--- config.mk ---
export PLATFORM = sky130hd
export DESIGN_NAME = axi4_error_slave_flat
export DESIGN_NICKNAME = d
export VERILOG_FILES = /design/src/rtl/axi4_error_slave_if.sv /design/src/rtl/axi4_error_slave.sv /design/src/flat_wrapper.sv
export SDC_FILE = /design/constraint.sdc
export NUM_CORES = 1
export LEC_CHECK = 0
export ABC_CLOCK_PERIOD_IN_PS = 2400
export CORE_ASPECT_RATIO = 0.7
export CORE_UTILIZATION = 35
export CTS_CLUSTER_DIAMETER = 50
export DETAILED_ROUTE_END_ITERATION = 10
export PLACE_DENSITY_LB_ADDON = 0.3
export SLEW_MARGIN = 20
export SYNTH_ARGS = -nofsm -noshare
export SYNTH_HDL_FRONTEND = slang
export SYNTH_SLANG_ARGS = --single-unit
--- constraint.sdc ---
create_clock -name aclk -period 2.4 [get_ports aclk]
set_clock_uncertainty 0.15 [all_clocks]
set_input_delay 0.48 -clock aclk [delete_from_list [all_inputs] [get_ports aclk]]
set_output_delay 0.48 -clock aclk [all_outputs]
set_load 0.1 [all_outputs]
--- src/rtl/axi4_error_slave_if.sv ---
// AXI4 bus interface carrying the fields the default/error slave sees.
// Address and write-data fields are present only for compatibility with the interconnect.
interface axi4_if #(
  parameter int A = 32,
  parameter int N = 8,
  parameter int I = 1
);
  logic [I-1:0]   awid;
  logic [A-1:0]   awaddr;
  logic [7:0]     awlen;
  logic           awvalid;
  logic           awready;
  logic [8*N-1:0] wdata;
  logic           wlast;
  logic           wvalid;
  logic           wready;
  logic [I-1:0]   bid;
  logic [1:0]     bresp;
  logic           bvalid;
  logic           bready;
  logic [I-1:0]   arid;
  logic [A-1:0]   araddr;
  logic [7:0]     arlen;
  logic           arvalid;
  logic           arready;
  logic [I-1:0]   rid;
  logic [8*N-1:0] rdata;
  logic [1:0]     rresp;
  logic           rlast;
  logic           rvalid;
  logic           rready;

  modport slave (
    input  awid, awaddr, awlen, awvalid,
    output awready,
    input  wdata, wlast, wvalid,
    output wready,
    output bid, bresp, bvalid,
    input  bready,
    input  arid, araddr, arlen, arvalid,
    output arready,
    output rid, rdata, rresp, rlast, rvalid,
    input  rready
  );

  modport master (
    output awid, awaddr, awlen, awvalid,
    input  awready,
    output wdata, wlast, wvalid,
    input  wready,
    input  bid, bresp, bvalid,
    output bready,
    output arid, araddr, arlen, arvalid,
    input  arready,
    input  rid, rdata, rresp, rlast, rvalid,
    output rready
  );
endinterface

--- src/rtl/axi4_error_slave.sv ---
// Full-AXI4 default slave: absorbs every burst routed to unmapped space and answers with an
// error response, keeping saturating completion counters and a sticky wlast-mismatch flag.
module axi4_error_slave #(
  parameter int          A          = 32,
  parameter int          N          = 8,
  parameter int          I          = 1,
  parameter logic [1:0]  WR_RESP    = 2'b11,
  parameter logic [1:0]  RD_RESP    = 2'b11,
  parameter logic [31:0] RD_PATTERN = 32'heeeec0de,
  parameter int          CW         = 16
) (
  input  logic          aclk,
  input  logic          aresetn,
  axi4_if.slave         axi4_s,
  input  logic          cnt_clr,
  output logic [CW-1:0] wr_err_cnt,
  output logic [CW-1:0] rd_err_cnt,
  output logic          wlast_err
);

  typedef enum logic [1:0] {W_IDLE, W_DATA, W_RESP} wstate_e;
  typedef enum logic       {R_IDLE, R_DATA}         rstate_e;

  localparam logic [CW-1:0] CNT_MAX = '1;

  wstate_e        wstate_q, wstate_d;
  logic [7:0]     wcnt_q, wcnt_d;
  logic [I-1:0]   bid_q, bid_d;
  logic           awready_q, awready_d;
  logic           wready_q, wready_d;
  logic           bvalid_q, bvalid_d;

  rstate_e        rstate_q, rstate_d;
  logic [7:0]     rcnt_q, rcnt_d;
  logic [I-1:0]   rid_q, rid_d;
  logic           arready_q, arready_d;
  logic           rvalid_q, rvalid_d;
  logic           rlast_q, rlast_d;

  logic [CW-1:0]  wr_cnt_q, wr_cnt_d;
  logic [CW-1:0]  rd_cnt_q, rd_cnt_d;
  logic           wlast_err_q, wlast_err_d;
  logic           wlast_mismatch;

  logic           aw_hs, w_hs, b_hs, ar_hs, r_hs, rd_done;
  logic [8*N-1:0] rdata_pat;

  assign aw_hs   = axi4_s.awvalid & awready_q;
  assign w_hs    = axi4_s.wvalid  & wready_q;
  assign b_hs    = bvalid_q       & axi4_s.bready;
  assign ar_hs   = axi4_s.arvalid & arready_q;
  assign r_hs    = rvalid_q       & axi4_s.rready;
  assign rd_done = r_hs & rlast_q;

  // Burst length comes only from awlen; wlast is merely checked against it.
  always_comb begin
    wstate_d       = wstate_q;
    wcnt_d         = wcnt_q;
    bid_d          = bid_q;
    wlast_mismatch = 1'b0;
    case (wstate_q)
      W_IDLE: begin
        if (aw_hs) begin
          bid_d    = axi4_s.awid;
          wcnt_d   = axi4_s.awlen;
          wstate_d = W_DATA;
        end
      end
      W_DATA: begin
        if (w_hs) begin
          wlast_mismatch = axi4_s.wlast != (wcnt_q == 8'd0);
          if (wcnt_q == 8'd0) wstate_d = W_RESP;
          else                wcnt_d   = wcnt_q - 8'd1;
        end
      end
      W_RESP: begin
        if (b_hs) wstate_d = W_IDLE;
      end
      default: wstate_d = W_IDLE;
    endcase
    awready_d = (wstate_d == W_IDLE);
    wready_d  = (wstate_d == W_DATA);
    bvalid_d  = (wstate_d == W_RESP);
  end

  always_comb begin
    rstate_d = rstate_q;
    rcnt_d   = rcnt_q;
    rid_d    = rid_q;
    case (rstate_q)
      R_IDLE: begin
        if (ar_hs) begin
          rid_d    = axi4_s.arid;
          rcnt_d   = axi4_s.arlen;
          rstate_d = R_DATA;
        end
      end
      R_DATA: begin
        if (r_hs) begin
          if (rcnt_q == 8'd0) rstate_d = R_IDLE;
          else                rcnt_d   = rcnt_q - 8'd1;
        end
      end
      default: rstate_d = R_IDLE;
    endcase
    arready_d = (rstate_d == R_IDLE);
    rvalid_d  = (rstate_d == R_DATA);
    rlast_d   = (rstate_d == R_DATA) && (rcnt_d == 8'd0);
  end

  // A clear that lands on an event keeps that event rather than dropping it.
  always_comb begin
    wr_cnt_d    = wr_cnt_q;
    rd_cnt_d    = rd_cnt_q;
    wlast_err_d = wlast_err_q | wlast_mismatch;
    if (cnt_clr) begin
      wr_cnt_d    = b_hs    ? CW'(1) : '0;
      rd_cnt_d    = rd_done ? CW'(1) : '0;
      wlast_err_d = wlast_mismatch;
    end else begin
      if (b_hs && (wr_cnt_q != CNT_MAX))    wr_cnt_d = wr_cnt_q + CW'(1);
      if (rd_done && (rd_cnt_q != CNT_MAX)) rd_cnt_d = rd_cnt_q + CW'(1);
    end
  end

  always_comb begin
    rdata_pat = '0;
    for (int i = 0; i < N; i++) begin
      rdata_pat[8*i +: 8] = RD_PATTERN[8*(i%4) +: 8];
    end
  end

  always_ff @(posedge aclk) begin
    if (!aresetn) begin
      wstate_q    <= W_IDLE;
      wcnt_q      <= '0;
      bid_q       <= '0;
      awready_q   <= 1'b0;
      wready_q    <= 1'b0;
      bvalid_q    <= 1'b0;
      rstate_q    <= R_IDLE;
      rcnt_q      <= '0;
      rid_q       <= '0;
      arready_q   <= 1'b0;
      rvalid_q    <= 1'b0;
      rlast_q     <= 1'b0;
      wr_cnt_q    <= '0;
      rd_cnt_q    <= '0;
      wlast_err_q <= 1'b0;
    end else begin
      wstate_q    <= wstate_d;
      wcnt_q      <= wcnt_d;
      bid_q       <= bid_d;
      awready_q   <= awready_d;
      wready_q    <= wready_d;
      bvalid_q    <= bvalid_d;
      rstate_q    <= rstate_d;
      rcnt_q      <= rcnt_d;
      rid_q       <= rid_d;
      arready_q   <= arready_d;
      rvalid_q    <= rvalid_d;
      rlast_q     <= rlast_d;
      wr_cnt_q    <= wr_cnt_d;
      rd_cnt_q    <= rd_cnt_d;
      wlast_err_q <= wlast_err_d;
    end
  end

  assign axi4_s.awready = awready_q;
  assign axi4_s.wready  = wready_q;
  assign axi4_s.bvalid  = bvalid_q;
  assign axi4_s.bid     = bid_q;
  assign axi4_s.bresp   = WR_RESP;
  assign axi4_s.arready = arready_q;
  assign axi4_s.rvalid  = rvalid_q;
  assign axi4_s.rid     = rid_q;
  assign axi4_s.rdata   = rdata_pat;
  assign axi4_s.rresp   = RD_RESP;
  assign axi4_s.rlast   = rlast_q;

  assign wr_err_cnt = wr_cnt_q;
  assign rd_err_cnt = rd_cnt_q;
  assign wlast_err  = wlast_err_q;

endmodule

--- src/flat_wrapper.sv ---
// flat-port wrapper written by rule: the top's interface ports become plain ports
module axi4_error_slave_flat 
#(
  parameter int          A          = 32,
  parameter int          N          = 8,
  parameter int          I          = 1,
  parameter logic [1:0]  WR_RESP    = 2'b11,
  parameter logic [1:0]  RD_RESP    = 2'b11,
  parameter logic [31:0] RD_PATTERN = 32'heeeec0de,
  parameter int          CW         = 16
)
  (aclk, aresetn, cnt_clr, wr_err_cnt, rd_err_cnt, wlast_err, axi4_s_awid, axi4_s_awaddr, axi4_s_awlen, axi4_s_awvalid, axi4_s_awready, axi4_s_wdata, axi4_s_wlast, axi4_s_wvalid, axi4_s_wready, axi4_s_bid, axi4_s_bresp, axi4_s_bvalid, axi4_s_bready, axi4_s_arid, axi4_s_araddr, axi4_s_arlen, axi4_s_arvalid, axi4_s_arready, axi4_s_rid, axi4_s_rdata, axi4_s_rresp, axi4_s_rlast, axi4_s_rvalid, axi4_s_rready);
  axi4_if #(.A(A), .N(N), .I(I)) axi4_s_i ();
  input  logic aclk;
  input  logic aresetn;
  input  logic cnt_clr;
  output logic [CW-1:0] wr_err_cnt;
  output logic [CW-1:0] rd_err_cnt;
  output logic wlast_err;
  input wire logic [$bits(axi4_s_i.awid)-1:0] axi4_s_awid;
  input wire logic [$bits(axi4_s_i.awaddr)-1:0] axi4_s_awaddr;
  input wire logic [$bits(axi4_s_i.awlen)-1:0] axi4_s_awlen;
  input wire logic [$bits(axi4_s_i.awvalid)-1:0] axi4_s_awvalid;
  output wire logic [$bits(axi4_s_i.awready)-1:0] axi4_s_awready;
  input wire logic [$bits(axi4_s_i.wdata)-1:0] axi4_s_wdata;
  input wire logic [$bits(axi4_s_i.wlast)-1:0] axi4_s_wlast;
  input wire logic [$bits(axi4_s_i.wvalid)-1:0] axi4_s_wvalid;
  output wire logic [$bits(axi4_s_i.wready)-1:0] axi4_s_wready;
  output wire logic [$bits(axi4_s_i.bid)-1:0] axi4_s_bid;
  output wire logic [$bits(axi4_s_i.bresp)-1:0] axi4_s_bresp;
  output wire logic [$bits(axi4_s_i.bvalid)-1:0] axi4_s_bvalid;
  input wire logic [$bits(axi4_s_i.bready)-1:0] axi4_s_bready;
  input wire logic [$bits(axi4_s_i.arid)-1:0] axi4_s_arid;
  input wire logic [$bits(axi4_s_i.araddr)-1:0] axi4_s_araddr;
  input wire logic [$bits(axi4_s_i.arlen)-1:0] axi4_s_arlen;
  input wire logic [$bits(axi4_s_i.arvalid)-1:0] axi4_s_arvalid;
  output wire logic [$bits(axi4_s_i.arready)-1:0] axi4_s_arready;
  output wire logic [$bits(axi4_s_i.rid)-1:0] axi4_s_rid;
  output wire logic [$bits(axi4_s_i.rdata)-1:0] axi4_s_rdata;
  output wire logic [$bits(axi4_s_i.rresp)-1:0] axi4_s_rresp;
  output wire logic [$bits(axi4_s_i.rlast)-1:0] axi4_s_rlast;
  output wire logic [$bits(axi4_s_i.rvalid)-1:0] axi4_s_rvalid;
  input wire logic [$bits(axi4_s_i.rready)-1:0] axi4_s_rready;
  assign axi4_s_i.awid = axi4_s_awid;
  assign axi4_s_i.awaddr = axi4_s_awaddr;
  assign axi4_s_i.awlen = axi4_s_awlen;
  assign axi4_s_i.awvalid = axi4_s_awvalid;
  assign axi4_s_awready = axi4_s_i.awready;
  assign axi4_s_i.wdata = axi4_s_wdata;
  assign axi4_s_i.wlast = axi4_s_wlast;
  assign axi4_s_i.wvalid = axi4_s_wvalid;
  assign axi4_s_wready = axi4_s_i.wready;
  assign axi4_s_bid = axi4_s_i.bid;
  assign axi4_s_bresp = axi4_s_i.bresp;
  assign axi4_s_bvalid = axi4_s_i.bvalid;
  assign axi4_s_i.bready = axi4_s_bready;
  assign axi4_s_i.arid = axi4_s_arid;
  assign axi4_s_i.araddr = axi4_s_araddr;
  assign axi4_s_i.arlen = axi4_s_arlen;
  assign axi4_s_i.arvalid = axi4_s_arvalid;
  assign axi4_s_arready = axi4_s_i.arready;
  assign axi4_s_rid = axi4_s_i.rid;
  assign axi4_s_rdata = axi4_s_i.rdata;
  assign axi4_s_rresp = axi4_s_i.rresp;
  assign axi4_s_rlast = axi4_s_i.rlast;
  assign axi4_s_rvalid = axi4_s_i.rvalid;
  assign axi4_s_i.rready = axi4_s_rready;
  axi4_error_slave #(.A(A), .N(N), .I(I), .WR_RESP(WR_RESP), .RD_RESP(RD_RESP), .RD_PATTERN(RD_PATTERN), .CW(CW)) u_core (.aclk(aclk), .aresetn(aresetn), .axi4_s(axi4_s_i), .cnt_clr(cnt_clr), .wr_err_cnt(wr_err_cnt), .rd_err_cnt(rd_err_cnt), .wlast_err(wlast_err));
endmodule
== After elaboration in Yosys (flattened, before gate mapping) ==
Cells that the tools add are included.
Cells by class
  bitwise operators: 9
  add/sub/neg operators: 4
  eq/ne operators: 10
  muxes and demuxes: 26
  reduce and logical (&&, ||, !) cells: 14
Operators by type and width (count)
  $mux 16: 4
  $mux 8: 6
  $add 16x1->16 const B: 2
  $ne 16x16->1 const B: 2
  $pmux 8 s2: 2
  $logic_not 8->1: 3
  $sub 8x1->8 const B: 2
  $mux 1: 8
  $mux 2: 4
  $and 1x1->1: 6
  $pmux 2 s3: 1
  $reduce_bool 2->1: 3
  $eq 2x1->1 const B: 2
  $eq 2x2->1 const B: 2
  $logic_not 2->1: 2
  $ne 2x1->1 const B: 2
  $reduce_and 2->1: 2
  $reduce_and 4->1: 1
  $logic_and 1x1->1: 3
  $ne 2x2->1 const B: 1
  $not 1->1: 2
  $pmux 1 s2: 1
  $ne 1x1->1: 1
  $or 1x1->1: 1
Storage, ports and cells
  register bits after elaboration: 59
  logic and storage cells: 77
  output and inout bits: 109
  input bits: 155

== Longest topological paths before layout ==
  depth after elaboration: 6
  mapped depth: 8
  depth with buffers taken out: 7

== Worst setup path before layout ==
Ideal clock, no wire load.
  kind: register to register
  from: reg u_core.rd_cnt_q[2], in the netlist u_core.rd_err_cnt[2]
  to: reg u_core.rd_cnt_q[9], in the netlist u_core.rd_err_cnt[9]
  setup slack: -0.229 ns
  stages on the path, launching flop included: 5
  required time: 2.179 ns
  clock period less this slack: 2.629 ns
  arrival: 2.409 ns
  buffers on the path: 0
  path through: dfxtp_1 nand4_1 or4_1 or3_1 a21oi_1
Between the ends
  word-level cells in the longest chain between the ends: 3
  elaborated cells on any way between the ends: 6
Ends and longest elaborated chain
  start: declaration: RTL line axi4_error_slave.sv:41  | logic [CW-1:0] rd_cnt_q, rd_cnt_d;
  start signal: assignment: RTL line axi4_error_slave.sv:164  | rd_cnt_q <= rd_cnt_d;
  $add 16x1->16 / $ne 16x16->1 (equally long branches): RTL line axi4_error_slave.sv:122  | if (rd_done && (rd_cnt_q != CNT_MAX)) rd_cnt_d = rd_cnt_q + CW'(1);
  $mux 16 / $logic_and 1x1->1 (equally long branches): RTL line axi4_error_slave.sv:122
  $mux 16 / $reduce_bool 2->1 (equally long branches)
Several ways; a longest one is shown, not always the timed one. The select of a mux whose other input is x is not followed.
A chain may end at the register's enable or synchronous reset.

== Worst setup path after layout ==
  from: in axi4_s_rready
  to: reg u_core.rlast_q, in the netlist u_core.axi4_s.rlast
Between the ends
  word-level cells in the longest chain between the ends: 5
  elaborated cells on any way between the ends: 7
Ends and longest elaborated chain
  start: declaration: RTL line flat_wrapper.sv:43  | input wire logic [$bits(axi4_s_i.rready)-1:0] axi4_s_rready;
  $and 1x1->1 (*): RTL line axi4_error_slave.sv:52  | assign r_hs = rvalid_q & axi4_s.rready;
  $mux 8: RTL line axi4_error_slave.sv:99  | if (r_hs) begin
  $pmux 8 s2: RTL line axi4_error_slave.sv:90  | case (rstate_q)
  $logic_not 8->1: RTL line axi4_error_slave.sv:108  | rlast_d = (rstate_d == R_DATA) && (rcnt_d == 8'd0);
  $logic_and 1x1->1 (*): RTL line axi4_error_slave.sv:108
  end signal: assignment: RTL line axi4_error_slave.sv:162  | rlast_q <= rlast_d;
  end: declaration: RTL line axi4_error_slave.sv:38  | logic rlast_q, rlast_d;
Every way passes the cells marked *; elsewhere a longest branch is shown, timed or not.

==> key figures <==
Outcome
  • Status: finished, final reports clean

Timing
  • Final max-slew violation count: 0
  • Final setup viols: 0
  • RSZ-0062 raised after global routing: no
  • Final cycle utilization of the critical path: around 96%
  • Worst Tran Pin Value: approximately 0.52 ns
  • Achievable Freq: 432.1 MHz
  • Final hold vios: 0
  • Slew margin rel.: 65.06%
  • Setup tns final: 0 ns
  • Fin crit period: about 2.3 ns

Die
  • Die height: 87.16 µm
  • Starting Density: 36.73%
  • Row Count: 30
  • Die ar.: around 0.011 mm²
  • Io pins: roughly 260
  • Die Wd: 123.7 µm
  • Core Area: 0.009872 mm²

Logic synthesis
  • Mean Syn Cell Area: 8.148 µm²
  • Ys flop type: dfxtp_1
  • Synthesized area: roughly 0.0036 mm²
  • Post-synthesis cell count: between 400 and 500
  • Sequential area share after synthesis: 32.57%
  • Yosys reg bits: 59
  • Post-synth EDFFs: 0
  • Unique masters post-synth: 58
  • Synth warnings: 0
  • FFs w/ async S/R, synth: 0%

Drt
  • # DRC: 0
  • Final ANT Viol Nets: 0
  • Via/cell ratio: between 4 and 5
  • Routed len/inst: 12.60 µm
  • Drt first pass iters: 4
  • Vias: about 3200
  • Detailed Route WL: roughly 8300 µm
  • DRT iter0 DRCs: roughly 180

Pwr
  • PwrDens: 726.9 mW/mm²
  • Net Sw Power: 1.196 mW
  • Sw frac: between 30% and 40%
  • Clock power share: between 30% and 40%
  • Sequential power share: about 32%
  • Maximum vdd drop: 0.3698 mV
  • Leakage: between 1.5 and 2 nW
  • Int Pwr: about 2.1 mW
  • Combinational group share of total power: 28.2%

Place
  • Dpl hpwl: between 6000 and 7000 µm
  • I/O Buffers: 67
  • Routability Congestion: approximately 0.86
  • Area post-placement: ~0.0042 mm²
  • Cell count after placement: between 600 and 700

Setup path
  • CP Data Required Time: about 2.5 ns
  • R2R cell count: 7
  • Worst Path Arrival: ~2.4 ns
  • Crit start category: input pin
  • Critical path class: in -> reg
  • Worst-path maximum fanout: 5
  • Critical path endpoint category: register

Clocking
  • Num CTS Buffers: 9
  • Clock latency on the worst-skew pair: 0.32 ns
  • Bufs on Longest Clock Path: 2
  • CTS tree: built
  • Reg clk slew, reported paths: ~0.050 ns
  • Setup Fix Bufs, Post-CTS: 0
  • # H-tree levels: 3
  • Root Buffer: clkbuf_16
  • Sink Count: 59
  • # hold bufs at CTS: 0

Run
  • Max-Cap Viols: 0

Global route
  • Remaining Overflow, GRT: 0
  • Global-route wire length before repair: ~14000 µm
  • Vias in the first global route: about 2900
  • Initial antenna violation count: 0
  • Largest net degree at the start of global routing: 31
  • Total GRT Usage: 15.94%

Layout
  • Most frequent cells in the layout: conb_1 (68), buf_4 (61), nor2_1 (49)
  • Area Overhead vs Synth: 25.64%
  • Commonest non-fill, non-tap cell in the layout: conb_1
  • Layout cells sized above 1: between 20% and 30%
  • Antenna fix cells: 0
  • Finished Layout Cells: 662
  • Fin nets: 689
  • Post-Layout Inst Area: 0.004556 mm²

Min path
  • Hold path cells: 2
  • Min-Delay Path Class: reg -> reg
[power by group through the flow]
stage	sequential, mW	combinational (mW)	clock [mW]
after global routing	1.07	0.983	1.39
after floorplan	1.14	0.793	0
after detailed placement	1.09	0.927	0
after CTS	1.07	0.930	1.34
final	1.07	0.935	1.31
after global placement	1.08	0.916	0
[path summary, 6_finish.rpt]
path | from | to | slack, ns
setup / recovery | axi4_s_rready | u_core.axi4_s.rlast | 0.09
hold reg to reg | u_core.wr_err_cnt[5] | u_core.wr_err_cnt[5] | 0.33
setup reg to reg | u_core.rcnt_q[0] | u_core.axi4_s.rlast | 0.12
hold / removal | u_core.wr_err_cnt[5] | u_core.wr_err_cnt[5] | 0.33
[metrics by stage]
step	worst slack, ns	hold WS [ns]	utilization (%)	power (mW)
after floorplan	0.01958	0.3128	-	1.932
after global placement	-0.2202	0.3145	42.89	2.001
after detailed placement	-0.2363	0.3287	42.89	2.012
after CTS	0.09220	0.3342	46.01	3.340
after global routing	0.01114	0.3507	46.15	3.449
final	0.08548	0.3349	46.15	3.311
[critical path: stages]
cell             delay, ns
clkdlybuf4s50_1       0.56
nor4b_2               0.35
xnor2_1               0.21
a22oi_1               0.13
or4_1                 0.43
nor4_2                0.22
[cell usage after synthesis, drive strengths merged (9+ instances only)]
cell	count	area (µm²)
nor2	49	183.9
nor3	12	60.06
xnor2	19	166.4
nand3	17	85.08
nand2	29	111.4
dfxtp	59	1181
a21oi	28	140.1
a211oi	10	75.07
nor4	10	77.57
o21ai	9	45.04
nand4	12	75.07
buf	74	565.5
inv	9	33.78
[kinds of logic (layout without fill, tap and decap cells)]
logic type                 Yosys count  in the layout  share of synthesized area [%]
DFF                                 59             59                          32.57
buffers and inverters               91            114                          17.36
muxes                                5              5                          1.449
AOI/OAI and AO/OA                   77             77                          13.63
and+or+nand+nor                    180            180                          26.78
other                                2             68                         0.2071
xor gates and xnor gates            26             26                          6.280
adders and majority gates            5              5                          1.725
[sequential cells by signal, summed over array words and instances, names as in the netlist]
signal                 flops
u_core.rcnt_q              8
u_core.wstate_q            2
u_core.rd_err_cnt         16
u_core.axi4_s.rlast        1
u_core.axi4_s.arready      1
u_core.axi4_s.awready      1
u_core.axi4_s.wready       1
u_core.axi4_s.bid          1
u_core.wr_err_cnt         16
u_core.wlast_err           1
u_core.axi4_s.rid          1
u_core.wcnt_q              8
u_core.axi4_s.rvalid       1
u_core.axi4_s.bvalid       1
[repair_timing]
action,in CTS,in global routing
endpoints found under the setup margin,0,3
resized for setup,0,3
endpoints found under the hold margin,0,0
[layout make-up]
cell class / count / area, µm²
clock buffers: 15 / 277.8
clock inverters: 1 / 30.03
fillers: 1026 / 5316
inverters: 9 / 33.78
multi-input cells: 361 / 2077
flip-flops and latches: 59 / 1219
well taps: 128 / 160.2
repair buffers: 89 / 758.2
[layer usage]
metal	up-vias	track usage (%)	share of wire [%]
met5	-	0	0
met4	0	4.381	0.56
met3	6	4.777	7.0
met2	105	23.79	44
met1	1491	22.08	48
li1	1613	-	-
No activity file was read; power rests on OpenSTA's default activity.
==> RTL change, RTL diff (same flow settings) <==
Re-encode `wstate_e` (3 states) as one-hot, 3 bits wide.
--- a/src/rtl/axi4_error_slave.sv
+++ b/src/rtl/axi4_error_slave.sv
@@ -20,3 +20,3 @@
 
-  typedef enum logic [1:0] {W_IDLE, W_DATA, W_RESP} wstate_e;
+  typedef enum logic [2:0] {W_IDLE = 3'b001, W_DATA = 3'b010, W_RESP = 3'b100} wstate_e;
   typedef enum logic       {R_IDLE, R_DATA}         rstate_e;
Behaviour: no difference found for any inputs over 10 cycles, from zero or initial values and one cycle with aresetn low; not proved beyond that.
==> RTL change against the original RTL <==
Synthesized cell count increased by 0.22%; first-iteration DRC count increased by 25%; count of clock-buffer cells in the layout decreased by 5; register-to-register slack improved by 0.03 ns; critical path depth unchanged; the run now ends with design-rule violations left; area after synthesis increased by 2.3%; design area decreased by 0.11%; sequential cell count increased by 1; highest routed layer unchanged; clock power decreased by 20%; wire length increased by 4.5%; largest power group is now sequential cells; non-clock buffer count increased by 3; setup slack improved by 0.047 ns; power decreased by 8.5%; critical path type unchanged.
==> RTL change: results <==
group,metric,value,unit
drt,firstDrtPassIters,7,
setup_path,critPathMaxStageDelay,0.65,ns
place,portBuffers,67,
setup_path,path_max_fanout,8,
global_routing,use_met2,23.7,%
global_routing,grt_max_degree,17,
drt,wl_per_cell,13.2,µm
clocking,numCtsBuffers,9,
setup_path,regToRegSetupSlack,0.15,ns
clocking,cts_max_level,3,
drt,drc_errors,8,
drt,drt-initial-drc-count,227,
global_routing,grt_pass1_wl,13.7,mm
layout,n_antenna_cell,0,
setup_path,timing.rr.start,"u_core.wcnt_q[0]$_SDFFE_PN0P_",
setup_path,path_delay_family,"simple AND/OR/NAND/NOR gates",
place,dp_cells,651,
clocking,clockBufferDepth,2,
drt,vias_per_cell,4.91,
global_routing,use_met3,4.28,%
synthesis,synthTopCellsByArea,"dfxtp_1 32%, buf_4 14%, xnor2_1 5.9%, nor2_1 5.0%, nand2_1 2.9%",
synthesis,synth_cell_types,59,
setup_path,startpoint,"axi4_s_rready",
power_and_ir_drop,power.internal,0.00189,W
global_routing,grt_pass1_vias,2753,
worst_hold_path,hp-class,"reg -> reg",
drt,vias,3253,
power_and_ir_drop,pwr-share-comb,29.8,%
global_routing,grtUsageTotal,15.6,%
worst_hold_path,hold_start,"u_core.wr_err_cnt[14]$_SDFFE_PN0P_",
place,dpl_cell_area,4320,µm²
synthesis,yosysSeqAreaShare,32.4,%
sta,worst_pin_slew,0.786,ns
synthesis,synth_warnings,0,
status,status,"finished with violations",
synthesis,synth.avg_cell_area,8.32,µm²
synthesis,synth-main-ff-cell,"dfxtp_1",
layout,fill_cells,1045,
layout,drive_above_1_share,23.2,%
global_routing,grtUsageMet1,21.9,%
clocking,path_clk_slew,0.05,ns
clocking,cts_resized,0,
place,place.gp.congestion,0.851,
setup_path,critPathSlowestCell,"clkdlybuf4s50_1",
synthesis,ys_top_cells_by_count,"69 x buf_4, 60 x dfxtp_1, 49 x nor2_1",
status,violations,"design-rule violations",
synthesis,synth-async-reset-ratio,0,%
setup_path,critPathArrivalTime,2.32,ns
power_and_ir_drop,vdd_drop_max,0.000354,V
power_and_ir_drop,p_leak,1.77,nW
clocking,cts_setup_buffers,0,
sta,holdWs,0.312,ns
place,hpwl,6.58,mm
global_routing,antenna_found_initial,0,
layout,fin_nets,690,
-- RTL change: through the flow --
step	worst slack, ns	util [%]
2_1_floorplan	0.0263	-
3_3_place_gp	-0.188	41.8
3_5_place_dp	-0.198	41.8
4_1_cts	0.142	44.1
5_1_grt	0.00692	44.1
6_report	0.133	44.1
-- RTL change: worst reg2reg max path, cell delays in order (launching register included) --
cell	delay, ns
dfxtp_1	0.32
inv_1	0.09
ha_1	0.22
or4b_4	0.52
nor4_4	0.17
a21o_1	0.38
nor3_1	0.10
a31o_1	0.19
-- RTL change: area by class of cell --
cell class	instances	area share [%]
flip-flops and latches	60	27.2
repair buffers	92	16.6
clock buffers	10	5.03
multi-input cells	358	46.7
inverters	9	0.742
clock inverters	1	0.110
well taps	132	3.63
-- RTL change: cells by family after synthesis --
family                   count (synthesis)  share of synthesized area [%]
buffers and inverters                   94                           17.0
flip-flops                              60                           32.4
AND/OR/NAND/NOR                        184                           28.5
AO/OA/AOI/OAI                           71                           13.1
XOR/XNOR                                28                           6.61
multiplexers                             2                          0.540
adder cells (fa/ha/maj)                  5                           1.69
other                                    2                          0.203
-- RTL change: path summary, 6_finish.rpt --
path | to | cells past startpoint
worst max-delay path | u_core.rd_err_cnt[12]$_SDFFE_PN0P_ | 6
worst min-delay path | u_core.wr_err_cnt[14]$_SDFFE_PN0P_ | 1
worst max register to register | u_core.wcnt_q[5]$_SDFFE_PN0P_ | 7
worst min register to register | u_core.wr_err_cnt[14]$_SDFFE_PN0P_ | 1
-- RTL change: power by group through the flow --
| stage | registers [W] | clock network (W) | logic, W |
|---|---|---|---|
| final | 0.00108 | 0.00105 | 0.000902 |
| after global routing | 0.00108 | 0.00114 | 0.000947 |
| after CTS | 0.00108 | 0.00109 | 0.000900 |
| after detailed placement | 0.00110 | 0 | 0.000896 |
| after global placement | 0.00109 | 0 | 0.000892 |
| after floorplan | 0.00114 | 0 | 0.000778 |
-- RTL change: per-layer routing --
| layer | wire length, µm | up-vias | share of wire [%] |
|---|---|---|---|
| met3 | 559 | 8 | 6.4 |
| li1 | - | 1625 | - |
| met4 | 68 | 0 | 0.78 |
| met1 | 4250 | 1515 | 49 |
| met2 | 3840 | 105 | 44 |
| met5 | 0 | - | 0 |
